===== src/rtl/mem_arb_pkg.sv =====
// Shared types and helpers for the unified-memory port arbiter.
package mem_arb_pkg;

  // Who owns the response slot in the cycle after a grant.
  typedef enum logic [2:0] {
    OWN_NONE   = 3'd0,
    OWN_IF     = 3'd1,
    OWN_LS_RD  = 3'd2,
    OWN_LS_WR  = 3'd3,
    OWN_LS_ERR = 3'd4
  } resp_owner_t;

  // Streak counter width; covers MAX_LS_STREAK up to 15.
  localparam int STREAK_W = 4;

  // All-ones byte enable source, sliced to the real enable width by users.
  localparam int MAX_BE_W = 64;
  localparam logic [MAX_BE_W-1:0] MEM_BE_ALL = '1;

  // Word alignment check on the low byte-address bits.
  function automatic logic addr_aligned(input logic [1:0] lo);
    return lo == 2'b00;
  endfunction

endpackage


===== src/rtl/mem_arb_streak.sv =====
// Counts consecutive LS grants while fetch waits and raises the IF override.
module mem_arb_streak
  import mem_arb_pkg::*;
#(
  parameter int MAX_LS_STREAK = 4
) (
  input  logic clk,
  input  logic reset,
  input  logic if_req,
  input  logic ls_issue,
  input  logic if_gnt,
  output logic if_override
);

  localparam logic [STREAK_W-1:0] STREAK_MAX = STREAK_W'(MAX_LS_STREAK);

  logic [STREAK_W-1:0] streak;

  // Saturating streak: only issued LS accesses while IF waits move it forward.
  always_ff @(posedge clk) begin
    if (reset)
      streak <= '0;
    else if (if_gnt || !if_req)
      streak <= '0;
    else if (ls_issue && streak != STREAK_MAX)
      streak <= streak + 1'b1;
  end

  assign if_override = if_req && (streak == STREAK_MAX);

endmodule


===== src/rtl/mem_port_arbiter.sv =====
// Arbitrates the single-port unified memory between fetch and load/store.
module mem_port_arbiter
  import mem_arb_pkg::*;
#(
  parameter int ADDR_WIDTH    = 32,
  parameter int DATA_WIDTH    = 32,
  parameter int MEM_ADDR_BITS = 10,
  parameter int MAX_LS_STREAK = 4
) (
  input  logic                       clk,
  input  logic                       reset,
  input  logic                       i_if_req,
  input  logic [ADDR_WIDTH-1:0]      i_if_addr,
  output logic                       o_if_ready,
  output logic                       o_if_rvalid,
  output logic [DATA_WIDTH-1:0]      o_if_rdata,
  input  logic                       i_ls_req,
  input  logic                       i_ls_we,
  input  logic [ADDR_WIDTH-1:0]      i_ls_addr,
  input  logic [DATA_WIDTH/8-1:0]    i_ls_be,
  input  logic [DATA_WIDTH-1:0]      i_ls_wdata,
  output logic                       o_ls_ready,
  output logic                       o_ls_rvalid,
  output logic [DATA_WIDTH-1:0]      o_ls_rdata,
  output logic                       o_ls_err,
  output logic                       o_mem_en,
  output logic                       o_mem_we,
  output logic [DATA_WIDTH/8-1:0]    o_mem_be,
  output logic [MEM_ADDR_BITS-1:0]   o_mem_addr,
  output logic [DATA_WIDTH-1:0]      o_mem_wdata,
  input  logic [DATA_WIDTH-1:0]      i_mem_rdata
);

  localparam int BE_W = DATA_WIDTH / 8;

  logic        if_gnt;
  logic        ls_gnt;
  logic        ls_aligned;
  logic        ls_issue;
  logic        if_override;
  resp_owner_t resp_owner;
  resp_owner_t resp_next;

  // Upper address bits wrap and IF low bits are dropped by design.
  logic unused_addr_bits;
  assign unused_addr_bits = ^{i_if_addr[ADDR_WIDTH-1:MEM_ADDR_BITS+2], i_if_addr[1:0],
                              i_ls_addr[ADDR_WIDTH-1:MEM_ADDR_BITS+2]};

  assign ls_aligned = addr_aligned(i_ls_addr[1:0]);
  assign ls_issue   = ls_gnt && ls_aligned;

  mem_arb_streak #(
    .MAX_LS_STREAK(MAX_LS_STREAK)
  ) u_streak (
    .clk         (clk),
    .reset       (reset),
    .if_req      (i_if_req),
    .ls_issue    (ls_issue),
    .if_gnt      (if_gnt),
    .if_override (if_override)
  );

  // Grant: LS by default; IF when LS is idle or the streak guard trips.
  always_comb begin
    if_gnt = 1'b0;
    ls_gnt = 1'b0;
    if (!reset) begin
      if (i_ls_req && !if_override)
        ls_gnt = 1'b1;
      else if (i_if_req)
        if_gnt = 1'b1;
    end
  end

  assign o_if_ready = if_gnt;
  assign o_ls_ready = ls_gnt;

  // Memory strobe and payload from the granted requester; misaligned LS is not issued.
  always_comb begin
    o_mem_en    = 1'b0;
    o_mem_we    = 1'b0;
    o_mem_be    = '0;
    o_mem_addr  = '0;
    o_mem_wdata = '0;
    if (if_gnt) begin
      o_mem_en   = 1'b1;
      o_mem_be   = MEM_BE_ALL[BE_W-1:0];
      o_mem_addr = i_if_addr[MEM_ADDR_BITS+1:2];
    end else if (ls_issue) begin
      o_mem_en    = 1'b1;
      o_mem_we    = i_ls_we;
      o_mem_be    = i_ls_be;
      o_mem_addr  = i_ls_addr[MEM_ADDR_BITS+1:2];
      o_mem_wdata = i_ls_wdata;
    end
  end

  // Classify this cycle's grant for the response slot.
  always_comb begin
    resp_next = OWN_NONE;
    if (if_gnt)
      resp_next = OWN_IF;
    else if (ls_gnt) begin
      if (!ls_aligned)
        resp_next = OWN_LS_ERR;
      else if (i_ls_we)
        resp_next = OWN_LS_WR;
      else
        resp_next = OWN_LS_RD;
    end
  end

  // Response owner register: one-cycle latency, cleared by reset so in-flight data is dropped.
  always_ff @(posedge clk) begin
    if (reset)
      resp_owner <= OWN_NONE;
    else
      resp_owner <= resp_next;
  end

  // Route the memory read data to the response owner; silent while reset is held.
  always_comb begin
    o_if_rvalid = 1'b0;
    o_if_rdata  = '0;
    o_ls_rvalid = 1'b0;
    o_ls_rdata  = '0;
    o_ls_err    = 1'b0;
    if (!reset) begin
      case (resp_owner)
        OWN_IF: begin
          o_if_rvalid = 1'b1;
          o_if_rdata  = i_mem_rdata;
        end
        OWN_LS_RD: begin
          o_ls_rvalid = 1'b1;
          o_ls_rdata  = i_mem_rdata;
        end
        OWN_LS_WR: o_ls_rvalid = 1'b1;
        OWN_LS_ERR: begin
          o_ls_rvalid = 1'b1;
          o_ls_err    = 1'b1;
        end
        default: ;
      endcase
    end
  end

endmodule


===== config.mk =====
export PLATFORM = sky130hd
export DESIGN_NAME = mem_port_arbiter
export DESIGN_NICKNAME = d
export VERILOG_FILES = /design/src/rtl/mem_arb_pkg.sv /design/src/rtl/mem_arb_streak.sv /design/src/rtl/mem_port_arbiter.sv
export SDC_FILE = /design/constraint.sdc
export NUM_CORES = 1
export LEC_CHECK = 0
export BUFFER_PORTS_ARGS = -buffer_cell sky130_fd_sc_hd__buf_2
export CAP_MARGIN = 25
export CELL_PAD_IN_SITES_DETAIL_PLACEMENT = 0
export CELL_PAD_IN_SITES_GLOBAL_PLACEMENT = 1
export CORE_ASPECT_RATIO = 1.2
export CORE_MARGIN = 4
export CORE_UTILIZATION = 13
export CTS_CLUSTER_SIZE = 24
export DETAILED_ROUTE_END_ITERATION = 7
export HOLD_SLACK_MARGIN = 0.15
export PLACE_DENSITY_LB_ADDON = 0.08
export SKIP_LAST_GASP = 1
export SYNTH_ARGS = -nofsm -noshare
export SYNTH_HDL_FRONTEND = slang
export SYNTH_SLANG_ARGS = --single-unit

===== constraint.sdc =====
create_clock -name clk -period 2.5 [get_ports clk]
set_input_delay 0.125 -clock clk [delete_from_list [all_inputs] [get_ports clk]]
set_output_delay 0.125 -clock clk [all_outputs]
set_load 0.01 [all_outputs]

==> flow_metrics.env <==
export IMPL_antenna_left=0
export IMPL_clock_tree_buffer_depth=2
export IMPL_htree_num_levels=1
export IMPL_cts_hold_buffers_added=1
export IMPL_grt_ovfl_total=0
export IMPL_critPathCaptureType="output pin"
export IMPL_post_route_min_period_ns=2.10
export IMPL_timing_final_max_slew_violations=0
export IMPL_critical_path_max_fanout=50
export IMPL_cp_startpoint="u_streak.streak[0]"
export IMPL_syn_mean_instance_area_um2=6.96
export IMPL_insertion_delay_ns=0.22
export IMPL_initial_antenna_violation_count=0
export IMPL_area_of_the_mapped_netlist_um2=1160
export IMPL_critical_path_required_ns=2.38
export IMPL_fin_tns_setup_ns=0
export IMPL_number_of_global_route_vias_before_repair=1799
export IMPL_placement_io_buffers=211
export IMPL_hpwlAfterDp_um=5020
export IMPL_postCtsResizedCells=0
export IMPL_post_route_cells_drive_above_1_share=0.600
export IMPL_report_final_hold_viol_count=0
export IMPL_final_min_period_over_clock_period=0.839
export IMPL_area_growth_syn_to_layout_pct=108
export IMPL_place_area_um2=2350
export IMPL_leakage_dissipation_nw=1.56
export IMPL_wire_per_inst_um=11.5
export IMPL_tritoncts="built"
export IMPL_design_core_area_um2=8610
export IMPL_maximum_number_of_pins_on_one_net_before_global_route_repair=51
export IMPL_synth_cells=166
export IMPL_insertedDiodeCount=0
export IMPL_count_of_flip_flops_with_a_built_in_enable_after_synthesis=0
export IMPL_floorplan_initialDensity=0.134
export IMPL_routabilityCongestion=0.736
export IMPL_grt_first_pass_wirelength_um=8210
export IMPL_rsz_0062_raised_after_global_routing="false"
export IMPL_first_pass_iters=4
export IMPL_worst_ep_arrival_time_ns=1.97
export IMPL_grt_total_usage=0.0961
export IMPL_maxClockFrequency_mhz=477
export IMPL_timing_worst_slew_pin_value_ns=0.382
export IMPL_reg2regPathDepth=6
export IMPL_clockRootBuffer="sky130_fd_sc_hd__clkbuf_8"
export IMPL_die_width_um=94.1
export IMPL_drtIter0Drc=30
export IMPL_main_flop_type_after_synthesis="sky130_fd_sc_hd__dfxtp_1"
export IMPL_place_worst_setup_slack_ns=0.624
export IMPL_design_die_area_um2=10500
export IMPL_numClockSinks=7
export IMPL_crit_reg2reg_launch="u_streak.streak[0]"
export IMPL_drc=0
export IMPL_max_cap_viol_count=0
export IMPL_run_status="finished, final reports clean"
export IMPL_timing_max_slew_rel_slack=0.745
export IMPL_dieHeight_um=111
export IMPL_critPathLaunchType="flop"
export IMPL_power_density_nw_per_um2=190
export IMPL_synth_net_count=305
export IMPL_synth_seq_cells=7
export IMPL_worst_setup_path_type="reg -> out"
export IMPL_async_reset_ff_frac=0
export IMPL_cts_buffers=3
export IMPL_crit_end="o_mem_addr[4]"
export IMPL_stdcell_area_um2=2410
export IMPL_route_vias_total=1894
export IMPL_ios=254
export IMPL_r2r_end="resp_owner[0]"
export IMPL_timing_clock_skew_ns=0.00187
export IMPL_ys_warnings_count=0
export IMPL_design_final_nets=515
export IMPL_cts_setup_buffers=0
export IMPL_worst_case_vdd_ir_drop_mv=0.114
export IMPL_placementRows=37
export IMPL_fin_ws_ns=0.401
export IMPL_path_clk_slew_ns=0.04
export IMPL_ff2ff_setup_slack_ns=0.91
export IMPL_setup_viol=0
export IMPL_yosys_cell_types_count=28
export IMPL_detail_route_vias_per_cell=3.85
export IMPL_worst_hold_path_type="in -> reg"
export IMPL_seq_area_frac_synth=0.121
export IMPL_routed_wirelength_um=5640
export IMPL_place_inst=487
export IMPL_finalNonFillerCells=492
-- power breakdown --
group	internal, mW	leakage, nW	switching, mW
Clock	0.110	0.0228	0.0457
Sequential	0.115	0.0569	0.00243
Combinational	0.104	1.48	0.0819
-- worst min-delay path by stage --
stage | startpoint | end | cells past startpoint
final | i_ls_addr[0] | resp_owner[2] | 3
after global routing | i_ls_addr[1] | resp_owner[2] | 3
after CTS | i_ls_addr[1] | resp_owner[2] | 3
after detailed placement | i_ls_we | resp_owner[0] | 2
after global placement | i_ls_we | resp_owner[0] | 2
after floorplan | i_ls_we | resp_owner[0] | 1
-- registers in the layout, summed over array words and instances (netlist names) --
| name | count |
|---|---|
| resp_owner | 3 |
| u_streak.streak | 4 |
-- layout make-up --
type	instances	area, um2
fill	965	6200
multi-input combinational	145	965
clock buffer	4	45.0
tap	117	146
inverter	2	7.51
timing repair buffer	217	1100
sequential	7	140
-- synth_stat cells (2+ instances only) --
cell type / number / area (um2)
sky130_fd_sc_hd__and2_1: 97 / 607
sky130_fd_sc_hd__a22o_1: 10 / 87.6
sky130_fd_sc_hd__dfxtp_1: 7 / 140
sky130_fd_sc_hd__clkbuf_1: 6 / 22.5
sky130_fd_sc_hd__a21o_1: 5 / 37.5
sky130_fd_sc_hd__a21oi_1: 5 / 25.0
sky130_fd_sc_hd__buf_2: 3 / 15.0
sky130_fd_sc_hd__nor2b_1: 3 / 18.8
sky130_fd_sc_hd__o21ai_0: 3 / 15.0
sky130_fd_sc_hd__clkbuf_2: 2 / 10.0
sky130_fd_sc_hd__ha_1: 2 / 25.0
sky130_fd_sc_hd__inv_1: 2 / 7.51
sky130_fd_sc_hd__nand2b_1: 2 / 12.5
sky130_fd_sc_hd__nand3_1: 2 / 10.0
sky130_fd_sc_hd__nor2_1: 2 / 7.51
sky130_fd_sc_hd__nor4b_1: 2 / 17.5
sky130_fd_sc_hd__or3_1: 2 / 12.5
-- cell families (layout without fill, tap and decap cells) --
logic type	count (synthesis)	in the layout	synth area share
adders and majority gates	2	2	0.0216
xor gates and xnor gates	1	1	0.00758
and+or+nand+nor	119	119	0.653
buffers and inverters	14	223	0.0541
AOI/OAI and AO/OA	23	23	0.143
DFF	7	7	0.121
-- critical path, cell delays in order, from the launching register on --
cell	delay [ns]
sky130_fd_sc_hd__dfxtp_1	0.38
sky130_fd_sc_hd__inv_1	0.06
sky130_fd_sc_hd__ha_1	0.21
sky130_fd_sc_hd__and4b_1	0.24
sky130_fd_sc_hd__nor2_2	0.11
sky130_fd_sc_hd__buf_4	0.35
sky130_fd_sc_hd__a22o_1	0.24
sky130_fd_sc_hd__buf_2	0.15
-- cells in the final DEF, fill, tap and decap left out, drive strengths merged, types with 3 or more instances in the layout --
cell type	instances
o21ai	3
nor2b	3
and2	97
a21oi	5
a22o	10
clkbuf	4
buf	216
nor2	3
a21o	5
dfxtp	7
-- stage by stage --
stage	util	power [mW]	hold slack [ns]
2_1_floorplan	-	0.186	0.235
3_3_place_gp	0.273	0.308	0.343
3_5_place_dp	0.273	0.306	0.346
4_1_cts	0.280	0.469	0.208
5_1_grt	0.280	0.492	0.233
6_report	0.280	0.458	0.206
-- routing by layer --
layer / wire, um / global-route usage / vias up
met1: 1860 / 0.0922 / 785
met3: 801 / 0.0258 / 2
met5: 0 / 0 / -
met4: 27 / 0.0173 / 0
li1: - / - / 954
met2: 2950 / 0.198 / 153
Power figures use the tool's default switching activity.
